`config.mk`:
```
export PLATFORM = sky130hd
export DESIGN_NAME = fetch_ctrl
export DESIGN_NICKNAME = d
export VERILOG_FILES = /design/src/rtl/fetch_ctrl_pkg.sv /design/src/rtl/fetch_timer.sv /design/src/rtl/fetch_ctrl.sv
export SDC_FILE = /design/constraint.sdc
export NUM_CORES = 1
export LEC_CHECK = 0
export CORE_MARGIN = 1.5
export CORE_UTILIZATION = 35
export CTS_BUF_LIST = sky130_fd_sc_hd__clkbuf_8
export DETAILED_ROUTE_END_ITERATION = 8
export GPL_TIMING_DRIVEN = 0
export PLACE_DENSITY = 0.71
export SYNTH_ARGS = -nofsm -noshare
export SYNTH_HDL_FRONTEND = slang
export SYNTH_HIERARCHICAL = 1
export SYNTH_SLANG_ARGS = --single-unit
```
`constraint.sdc`:
```
create_clock -name cstate -period 6.45 [get_ports cstate]
set_input_delay 1.6125 -clock cstate [delete_from_list [all_inputs] [get_ports cstate]]
set_output_delay 1.6125 -clock cstate [all_outputs]
set_load 0.05 [all_outputs]
```
`src/rtl/fetch_ctrl_pkg.sv`:
```
// Shared definitions for the instruction fetch controller: FSM state encoding,
// opcode values and the opcode field extractor.
package fetch_ctrl_pkg;

    typedef enum logic [2:0] {
        ST_IDLE   = 3'd0,
        ST_FETCH  = 3'd1,
        ST_DECODE = 3'd2,
        ST_UPDATE = 3'd3,
        ST_HALT   = 3'd4
    } fetch_state_e;

    localparam logic [3:0] OP_JMP  = 4'hA;
    localparam logic [3:0] OP_BEQZ = 4'hB;
    localparam logic [3:0] OP_RET  = 4'hC;
    localparam logic [3:0] OP_HLT  = 4'hF;

    function automatic logic [3:0] opcode_of(input logic [31:0] instr);
        return instr[31:28];
    endfunction

endpackage

```
`src/rtl/fetch_timer.sv`:
```
// Saturating 8-bit wait counter for the instruction-memory handshake.
// hit flags the increment that brings the count up to TIMEOUT.
module fetch_timer #(
    parameter int unsigned TIMEOUT = 16
) (
    input  logic clk,
    input  logic rst,
    input  logic clr,
    input  logic inc,
    output logic hit
);

    localparam logic [7:0] LAST = 8'(TIMEOUT - 1);

    logic [7:0] count_r;

    // wait-cycle counter, cleared on fetch entry, saturates at all-ones
    always_ff @(posedge clk) begin
        if (!rst) begin
            count_r <= 8'd0;
        end else if (clr) begin
            count_r <= 8'd0;
        end else if (inc && (count_r != 8'hFF)) begin
            count_r <= count_r + 8'd1;
        end else begin
            count_r <= count_r;
        end
    end

    assign hit = inc && (count_r == LAST);

endmodule

```
`src/rtl/fetch_ctrl.sv`:
```
// Fetch controller: fetches the word at the PC, classifies its opcode and
// commands the program counter update for the next instruction.
module fetch_ctrl
    import fetch_ctrl_pkg::*;
#(
    parameter int unsigned AW      = 32,
    parameter int unsigned DW      = 32,
    parameter int unsigned TIMEOUT = 16
) (
    input  logic          cstate,
    input  logic          rst,
    input  logic [AW-1:0] pc_q,
    input  logic          imem_ack,
    input  logic [DW-1:0] imem_data,
    input  logic          zero_flag,
    output logic          imem_req,
    output logic [AW-1:0] imem_addr,
    output logic          pc_en,
    output logic          pc_jumping,
    output logic          pc_gotoprev,
    output logic [AW-1:0] pc_d,
    output logic [DW-1:0] instr_out,
    output logic          instr_valid,
    output logic          halted,
    output logic          fetch_err
);

    localparam logic [AW-1:0] PC_ONE = AW'(1);

    fetch_state_e  state_r, state_s;
    logic [DW-1:0] ir_r, ir_s;
    logic [3:0]    opcode_s;
    logic          timer_clr_s, timer_inc_s, timer_hit_s;
    logic          dec_jump_s, dec_prev_s;
    logic [AW-1:0] dec_pcd_s, sext_s;
    logic          req_r, req_s, en_r, en_s, jump_r, jump_s, prev_r, prev_s;
    logic          valid_r, valid_s, halted_r, halted_s, err_r, err_s;
    logic [AW-1:0] addr_r, addr_s, pcd_r, pcd_s;

    assign opcode_s    = opcode_of(ir_r[31:0]);
    assign sext_s      = {{(AW-16){ir_r[15]}}, ir_r[15:0]};
    assign timer_inc_s = (state_r == ST_FETCH) && !imem_ack;
    assign timer_clr_s = (state_r != ST_FETCH) && (state_s == ST_FETCH);

    fetch_timer #(.TIMEOUT(TIMEOUT)) u_timer (
        .clk (cstate),
        .rst (rst),
        .clr (timer_clr_s),
        .inc (timer_inc_s),
        .hit (timer_hit_s)
    );

    // FSM state register
    always_ff @(posedge cstate) begin
        if (!rst) begin
            state_r <= ST_IDLE;
        end else begin
            state_r <= state_s;
        end
    end

    // next-state logic; an ack on the timeout edge still completes the fetch
    always_comb begin
        state_s = state_r;
        case (state_r)
            ST_IDLE:   state_s = ST_FETCH;
            ST_FETCH: begin
                if (imem_ack) begin
                    state_s = ST_DECODE;
                end else if (timer_hit_s) begin
                    state_s = ST_HALT;
                end else begin
                    state_s = ST_FETCH;
                end
            end
            ST_DECODE: state_s = ST_UPDATE;
            ST_UPDATE: state_s = (opcode_s == OP_HLT) ? ST_HALT : ST_FETCH;
            ST_HALT:   state_s = ST_HALT;
            default:   state_s = ST_IDLE;
        endcase
    end

    // opcode classification and jump target, consumed on the DECODE->UPDATE edge
    always_comb begin
        dec_jump_s = 1'b0;
        dec_prev_s = 1'b0;
        dec_pcd_s  = {AW{1'b0}};
        case (opcode_s)
            OP_JMP: begin
                dec_jump_s = 1'b1;
                dec_pcd_s  = {{(AW-28){1'b0}}, ir_r[27:0]};
            end
            OP_BEQZ: begin
                if (zero_flag) begin
                    dec_jump_s = 1'b1;
                    dec_pcd_s  = pc_q + PC_ONE + sext_s;
                end else begin
                    dec_jump_s = 1'b0;
                end
            end
            OP_RET:  dec_prev_s = 1'b1;
            default: dec_jump_s = 1'b0;
        endcase
    end

    // next values for the registered outputs, derived from the upcoming state
    always_comb begin
        req_s    = (state_s == ST_FETCH);
        halted_s = (state_s == ST_HALT);
        err_s    = err_r | ((state_r == ST_FETCH) && timer_hit_s);
        if (timer_clr_s) begin
            addr_s = pc_q;
        end else begin
            addr_s = addr_r;
        end
        if ((state_r == ST_FETCH) && imem_ack) begin
            ir_s = imem_data;
        end else begin
            ir_s = ir_r;
        end
        if (state_s == ST_UPDATE) begin
            en_s    = 1'b1;
            valid_s = 1'b1;
            jump_s  = dec_jump_s;
            prev_s  = dec_prev_s;
            pcd_s   = dec_pcd_s;
        end else begin
            en_s    = 1'b0;
            valid_s = 1'b0;
            jump_s  = 1'b0;
            prev_s  = 1'b0;
            pcd_s   = {AW{1'b0}};
        end
    end

    // output and instruction registers
    always_ff @(posedge cstate) begin
        if (!rst) begin
            req_r    <= 1'b0;
            addr_r   <= {AW{1'b0}};
            en_r     <= 1'b0;
            jump_r   <= 1'b0;
            prev_r   <= 1'b0;
            pcd_r    <= {AW{1'b0}};
            valid_r  <= 1'b0;
            halted_r <= 1'b0;
            err_r    <= 1'b0;
            ir_r     <= {DW{1'b0}};
        end else begin
            req_r    <= req_s;
            addr_r   <= addr_s;
            en_r     <= en_s;
            jump_r   <= jump_s;
            prev_r   <= prev_s;
            pcd_r    <= pcd_s;
            valid_r  <= valid_s;
            halted_r <= halted_s;
            err_r    <= err_s;
            ir_r     <= ir_s;
        end
    end

    assign imem_req    = req_r;
    assign imem_addr   = addr_r;
    assign pc_en       = en_r;
    assign pc_jumping  = jump_r;
    assign pc_gotoprev = prev_r;
    assign pc_d        = pcd_r;
    assign instr_out   = ir_r;
    assign instr_valid = valid_r;
    assign halted      = halted_r;
    assign fetch_err   = err_r;

endmodule

```
==> out/metrics.cfg <==
[clocking]
htreeDepth = 4
postCtsSetupRepairBufs = 0
path_clk_slew_ps = 60
cts_resized = 0
clockBufferDepth = 2
root_buffer = clkbuf_8
numCtsBuffers = 17
clk_latency_ps = 460
postCtsHoldBufs = 0
tritoncts = done
numClockSinks = 113

[timing]
drv_slew = 0
setup_violations = 0
rsz0062_at_grt = false
tightest_slew_ps = 1138
fmax_mhz = 233.8
relSlewSlack_pct = 23.53
fin_crit_sh_pct = 66.32
fin_skew_ps = 13.59
fin_setup_tns_ps = 0
whs_ps = 461.5
hold_viol_final = 0
finalCriticalPeriod_ps = 4277

[routing]
drc_errors = 0
postRouteAntennaNets = 0
dr.pass1.iters = 4
drt-initial-drc-count = 282
routed_wl_um = 17160
wl_met3_um = 982
wl_met1_um = 7985
wl_met2_um = 7874
wl_per_cell_um = 15.48
vias = 5469
viasPerCell = 4.936
highest_layer = met4

[critical_path]
path_cells = clkdlybuf4s50_1, inv_1, ha_1, inv_1, fa_1, a21o_1, a221oi_4, o22ai_2, o21a_1, a21oi_4, o21ai_2, a221oi_2, xor2_1, nor2_1
critPathMaxFanout = 4
cp.arrival_ps = 4600
cpLargestDelayFamily = compound AO/OA/AOI/OAI gates
worst_r2r_path_depth = 13
max_stage_delay_ps = 440
cp-end-kind = flop
r2r_slack_ps = 3470
regToRegEndpoint = pc_d[30]$_SDFF_PN0_
cp-start-kind = input pin
crit_path_top_delay_cell = clkdlybuf4s50_1
cp_num_buf_inv = 3
regToRegStartpoint = instr_out[0]$_SDFFE_PN0P_
startpoint = pc_q[0]
critPathKind = in -> reg
cp_common_cell = inv_1
cp_data_required_time_ps = 6770

[place]
place_hpwl_um = 12950
dpl_cell_area_mm2 = 0.007700
port_buffers = 170
gp_congestion = 0.8847

[floorplanning]
die_width_um = 130.9
fp.coreArea_mm2 = 0.01594
die_h_um = 130.9
dieArea_mm2 = 0.01714
fp-row-count = 46
start_util_pct = 35.93
pin_count = 171

[global_route]
antenna_found_initial = 0
grt_pass1_vias = 5195
grt_max_degree = 21
track_usage_pct = 20.79
grt_pass1_wl_um = 27030
overflow = 0

[run_status]
run_status = completed

[final_layout]
drive_gt1_share_pct = 5.499
multi_input_area_mm2 = 0.003273
final_cell_mix = clkdlybuf4s50_1 (170), nand2_1 (168), dfxtp_1 (113)
finalInstanceArea_mm2 = 0.008061
areaGrowthSynthToFinish_pct = 40.74
final_common_cell = clkdlybuf4s50_1
fin_nets = 980
fin_util_pct = 50.57
nFillCells = 1567
seqCellArea_mm2 = 0.002262

[power]
cellLeakagePower_nw = 3.099
p_seq_share_pct = 42.3
p_sw_share_pct = 31.32
vdd_drop_max_mv = 0.1245
p_total_mw = 1.770
intPower_mw = 1.216
clockPowerShare_pct = 35.1
pwr-share-comb_pct = 22.6
power.switching_mw = 0.5543
powerDensity_mw_per_mm2 = 219.5

[logic_synthesis]
synthMuxAreaShare_pct = 0.8737
synthAdderAreaFrac_pct = 7.339
yosysSeqAreaShare_pct = 39.49
ys_seq_elements = 113
synthArstFlopShare_pct = 0
synth-compound-area-share_pct = 24.31
yosysTopAreaCell = dfxtp_1
synth_xor_area_share_pct = 3.976
synth-simple-area-share_pct = 20.64
synth_warnings = 6
synth.avg_cell_area_um2 = 8.301
synth_top_flop_cell = dfxtp_1
synth_top_family_by_area = compound AO/OA/AOI/OAI gates
synth_top_area_share_pct = 39.49
synth_cell_types = 61
synth_cells = 690
synth_edf_count = 0
syn-num-nets = 791
synthTopCellsByArea = dfxtp_1 (39%), nand2_1 (11%), a21boi_0 (8.4%)
synth_area_mm2 = 0.005728

[min_path]
holdPathEnd = imem_addr[5]$_SDFFE_PN0P_
hp-class = reg -> reg
hold_depth = 2
min_from = imem_addr[5]$_SDFFE_PN0P_

[flow_run]
drv_cap = 0

## worst max path at each step
stage                           to  slack [ps]  depth (start not counted)
2_1_floorplan  pc_d[30]$_SDFF_PN0_        2530                         13
3_3_place_gp   pc_d[30]$_SDFF_PN0_        1690                         14
3_5_place_dp   pc_d[30]$_SDFF_PN0_        1700                         14
4_1_cts        pc_d[30]$_SDFF_PN0_        2180                         14
5_1_grt        pc_d[30]$_SDFF_PN0_        2060                         14
6_report       pc_d[30]$_SDFF_PN0_        2170                         14
## power by group through the flow
| stage | Combinational, mW | Sequential (mW) | Clock (mW) |
|---|---|---|---|
| 6_report | 0.400 | 0.748 | 0.621 |
| 5_1_grt | 0.434 | 0.752 | 0.664 |
| 4_1_cts | 0.402 | 0.748 | 0.631 |
| 3_5_place_dp | 0.401 | 0.763 | 0 |
| 3_3_place_gp | 0.399 | 0.763 | 0 |
| 2_1_floorplan | 0.163 | 0.851 | 0 |
## tightest hold or removal path: cells and delay by family (launching register included)
family / cells / cell delay (ps)
DFF: 1 / 310
AOI/OAI and AO/OA: 1 / 60
and+or+nand+nor: 1 / 50
## state kept, by name (all words and copies together), names as in the netlist
register and cells:
pc_gotoprev 1, fetch_err 1, pc_d 32, instr_valid 1
imem_req 1, imem_addr 32, pc_jumping 1, u_timer/count_r 8
halted 1, instr_out 32, state_r 3
## cells by family (layout without fill, tap and decap cells)
group                      after synthesis  in the layout
and+or+nand+nor                        264            264
AOI/OAI and AO/OA                      199            199
xor gates and xnor gates                26             26
muxes                                    5              5
adders and majority gates               33             33
DFF                                    113            113
other                                    0              1
buffers and inverters                   50            251
## cell type report
type                    count  area share (%)
flip-flops and latches    113           28.06
clock buffers              21           3.585
plain buffers              34           1.645
diodes                      1         0.03104
multi-input cells         527           40.60
well taps                 216           3.352
inverters                  16          0.7450
repair buffers            170           21.11
clock inverters            10          0.8692
## through the flow
stage / instances / setup WS (ps)
floorplan: 690 / 2528
global placement: 1076 / 1695
detailed placement: 1076 / 1703
CTS: 1107 / 2178
global route: 1107 / 2058
finish: 1108 / 2173
## layer usage
layer  up-vias  track usage, %
met2       123           33.75
met4         0           8.016
li1       2778               -
met5         -               0
met1      2541           26.17
met3        27           5.945
## synthesized netlist by cell type, drive strengths merged (2+ instances only)
library cell,number
nor4,2
dfxtp,113
o21ai,35
inv,16
nor2b,5
o21bai,5
or2,2
xnor2,14
ha,32
nor3,8
buf,4
a21boi,65
and2,5
a22oi,8
and4,2
a21oi,43
o211ai,3
xor2,12
a221oi,3
nand4,7
nand2b,10
a211oi,6
nor3b,5
clkbuf,30
nor4b,2
and3,7
mux2i,5
a31oi,3
o21a,6
nand2,168
a21o,13
o31ai,3
nor2,26
nand3,11
(Power assumes the default switching activity.)
==> edit (config.mk and constraints unchanged) <==
The parameter `AW` goes from 32 to 48.
--- a/src/rtl/fetch_ctrl.sv
+++ b/src/rtl/fetch_ctrl.sv
@@ -3,7 +3,7 @@
 module fetch_ctrl
     import fetch_ctrl_pkg::*;
 #(
-    parameter int unsigned AW      = 32,
+    parameter int unsigned AW      = 48,
     parameter int unsigned DW      = 32,
     parameter int unsigned TIMEOUT = 16
 ) (
Interface: changed (resized imem_addr, pc_d and pc_q); port bits go from 171 to 219. The function was not compared with the original's and may differ.
==> edit against the unedited design <==
- wire length grew 50%
- worst hold slack better by 0.0052 ns
- critical endpoint is now pc_d[44]
- sequential cell count is 32 higher
- worst setup slack got worse by 0.47 ns
- cell area up 35%
- synthesized area grew 39%
- critical path type unchanged
- total power is 29% higher
==> edit: results (changes against the unedited design) <==
Run status
  – Status: completed

Cells and area
  – Nets: 1,321 (+35%)
  – Number of diodes: 0 (-1)
  – Share of layout cells above drive strength 1: 6.74% (+1.2 points)
  – Fill count: 2,134 (+36%)

Detailed routing
  – Final WL: 25.8 mm (+50%)
  – Vias per inst: 5.24 (+6.1%)
  – Vias: 7,755 (+42%)
  – Router iterations before antenna repair: 5 (+1)
  – DRT iter0 DRCs: 595 (+110%)

GRT
  – GRT Resource Usage Total: 21.7% (+0.89 points)
  – First-pass GRT wire length: 39.7 mm (+47%)
  – Pin count of the biggest net entering global routing: 37 (+76%)
  – Vias in the first global route: 7,174 (+38%)

Place
  – Post-DP HPWL: 19.8 mm (+53%)
  – Inst Count DP: 1,449 (+35%)
  – GPL Wtd Cong: 0.927 (+4.8%)
  – Number of port buffers: 218 (+28%)

Min path
  – Min-delay src: imem_addr[42]
  – Hold EP: imem_addr[42]
  – Hold Path Depth: 2 (unchanged)

Worst setup path
  – CP Max Fanout: 4 (unchanged)
  – Launching point of the worst reg2reg path: instr_out[15]
  – Reg2reg path depth: 10 (-3)
  – Crit Reg-Reg Endpoint: pc_d[33]
  – CP arrival: 5.12 ns (+0.52 ns)
  – Reg-to-reg slack, setup: 2.80 ns (-0.67 ns)

Power and ir drop
  – VDD IR max: 107 uV (-14%)
  – Leakage Power: 4.26 nW (+38%)

Synthesis
  – Area contributors post-synth: dfxtp_1, nand2_1, a21boi_0, ha_1, a21oi_1
  – Distinct cells, synth: 76 (+25%)
  – Syn Nets: 1,084 (+37%)
  – Syn. warnings: 6 (unchanged)
  – Cells after synthesis: 951 (+38%)
  – Synth top cells by count: nand2_1, dfxtp_1, a21boi_0
  – Sequential area share after synthesis: 36.5% (-3.0 points)
  – Async set-reset flop share out of synthesis: 0% (unchanged)

Timing
  – Worst slew pin tran: 1.22 ns (+0.0840 ns)
  – Final setup violation count: 0 (unchanged)
  – Setup Skew: 0.0202 ns (+0.00663 ns)

CTS
  – Clk_lat worst skew: 0.46 ns (about the same)
  – CTS buffer count: 17 (unchanged)
  – Clk slew on worst S/H paths: 0.09 ns (+0.03 ns)
  – CTS-repair resized insts: 0 (unchanged)
edit: changes by cell type in the layout (fill, tap and decap cells not counted), sizes merged, moves of 7 or more:
| cell | change |
|---|---|
| nand2 | +36 |
| a22o | +13 |
| clkbuf | +9 |
| a31oi | +8 |
| nand4 | +7 |
| a21oi | +14 |
| ha | +16 |
| nor2 | +29 |
| clkdlybuf4s50 | +49 |
| xnor2 | +13 |
| a21boi | +20 |
| dfxtp | +32 |
edit: cell type report:
cell class / count / area, sq um / area share, %
buffer: 52 / 319 / 2.93
clock buffer: 18 / 248 / 2.28
clock inverter: 14 / 143 / 1.31
inverter: 17 / 63.8 / 0.587
multi-input combinational: 737 / 4660 / 42.9
sequential: 145 / 2900 / 26.7
tap: 280 / 350 / 3.22
timing repair buffer: 218 / 2180 / 20.1
edit: metrics by stage:
stage	hold slack, ns	power, mW	setup slack [ns]	instance area (sq um)
2_1_floorplan	0.461	1.36	2.33	7950
3_3_place_gp	0.451	1.57	1.32	10500
3_5_place_dp	0.458	1.57	1.30	10500
4_1_cts	0.471	2.30	1.79	10900
5_1_grt	0.492	2.40	1.62	10900
6_report	0.467	2.29	1.70	10900
edit: report_power, final:
part           switching (mW)  internal (mW)  leakage [nW]  total [mW]
Clock                   0.408          0.327         0.200       0.735
Combinational           0.360          0.234          2.88       0.594
Sequential             0.0281          0.930          1.18       0.958
edit: routing by layer:
| metal | global-route usage [%] | wire, microns | vias up | share of wire [%] |
|---|---|---|---|---|
| li1 | - | - | 3824 | - |
| met1 | 28.5 | 11900 | 3646 | 46 |
| met2 | 35.7 | 12000 | 244 | 46 |
| met3 | 3.75 | 1350 | 41 | 5.2 |
| met4 | 7.67 | 601 | 0 | 2.3 |
| met5 | 0 | 0 | - | 0 |
edit: logic make-up after synthesis:
group,after synthesis,share of synthesized area (%)
buffers and inverters,69,4.82
multiplexers,4,0.535
AO/OA/AOI/OAI,282,25.1
XOR/XNOR,44,4.85
AND/OR/NAND/NOR,358,20.4
adder cells (fa/ha/maj),49,7.81
flip-flops,145,36.5
edit: critical path, cell delays in order:
cell,delay [ns]
clkdlybuf4s50_1,0.45
inv_1,0.08
ha_1,0.18
inv_1,0.07
fa_1,0.40
a21oi_1,0.29
o221ai_2,0.21
a22oi_2,0.33
a31o_1,0.29
o31a_2,0.23
o41ai_4,0.10
a311oi_2,0.44
mux2_1,0.37
o311ai_1,0.07
edit: worst max-delay path by stage:
stage	from	to	slack, ns
final	pc_q[0]	pc_d[44]	1.70
after global routing	pc_q[0]	pc_d[44]	1.62
after CTS	pc_q[0]	pc_d[44]	1.79
after detailed placement	pc_q[0]	pc_d[44]	1.30
after global placement	pc_q[0]	pc_d[44]	1.32
after floorplan	pc_q[0]	pc_d[44]	2.33
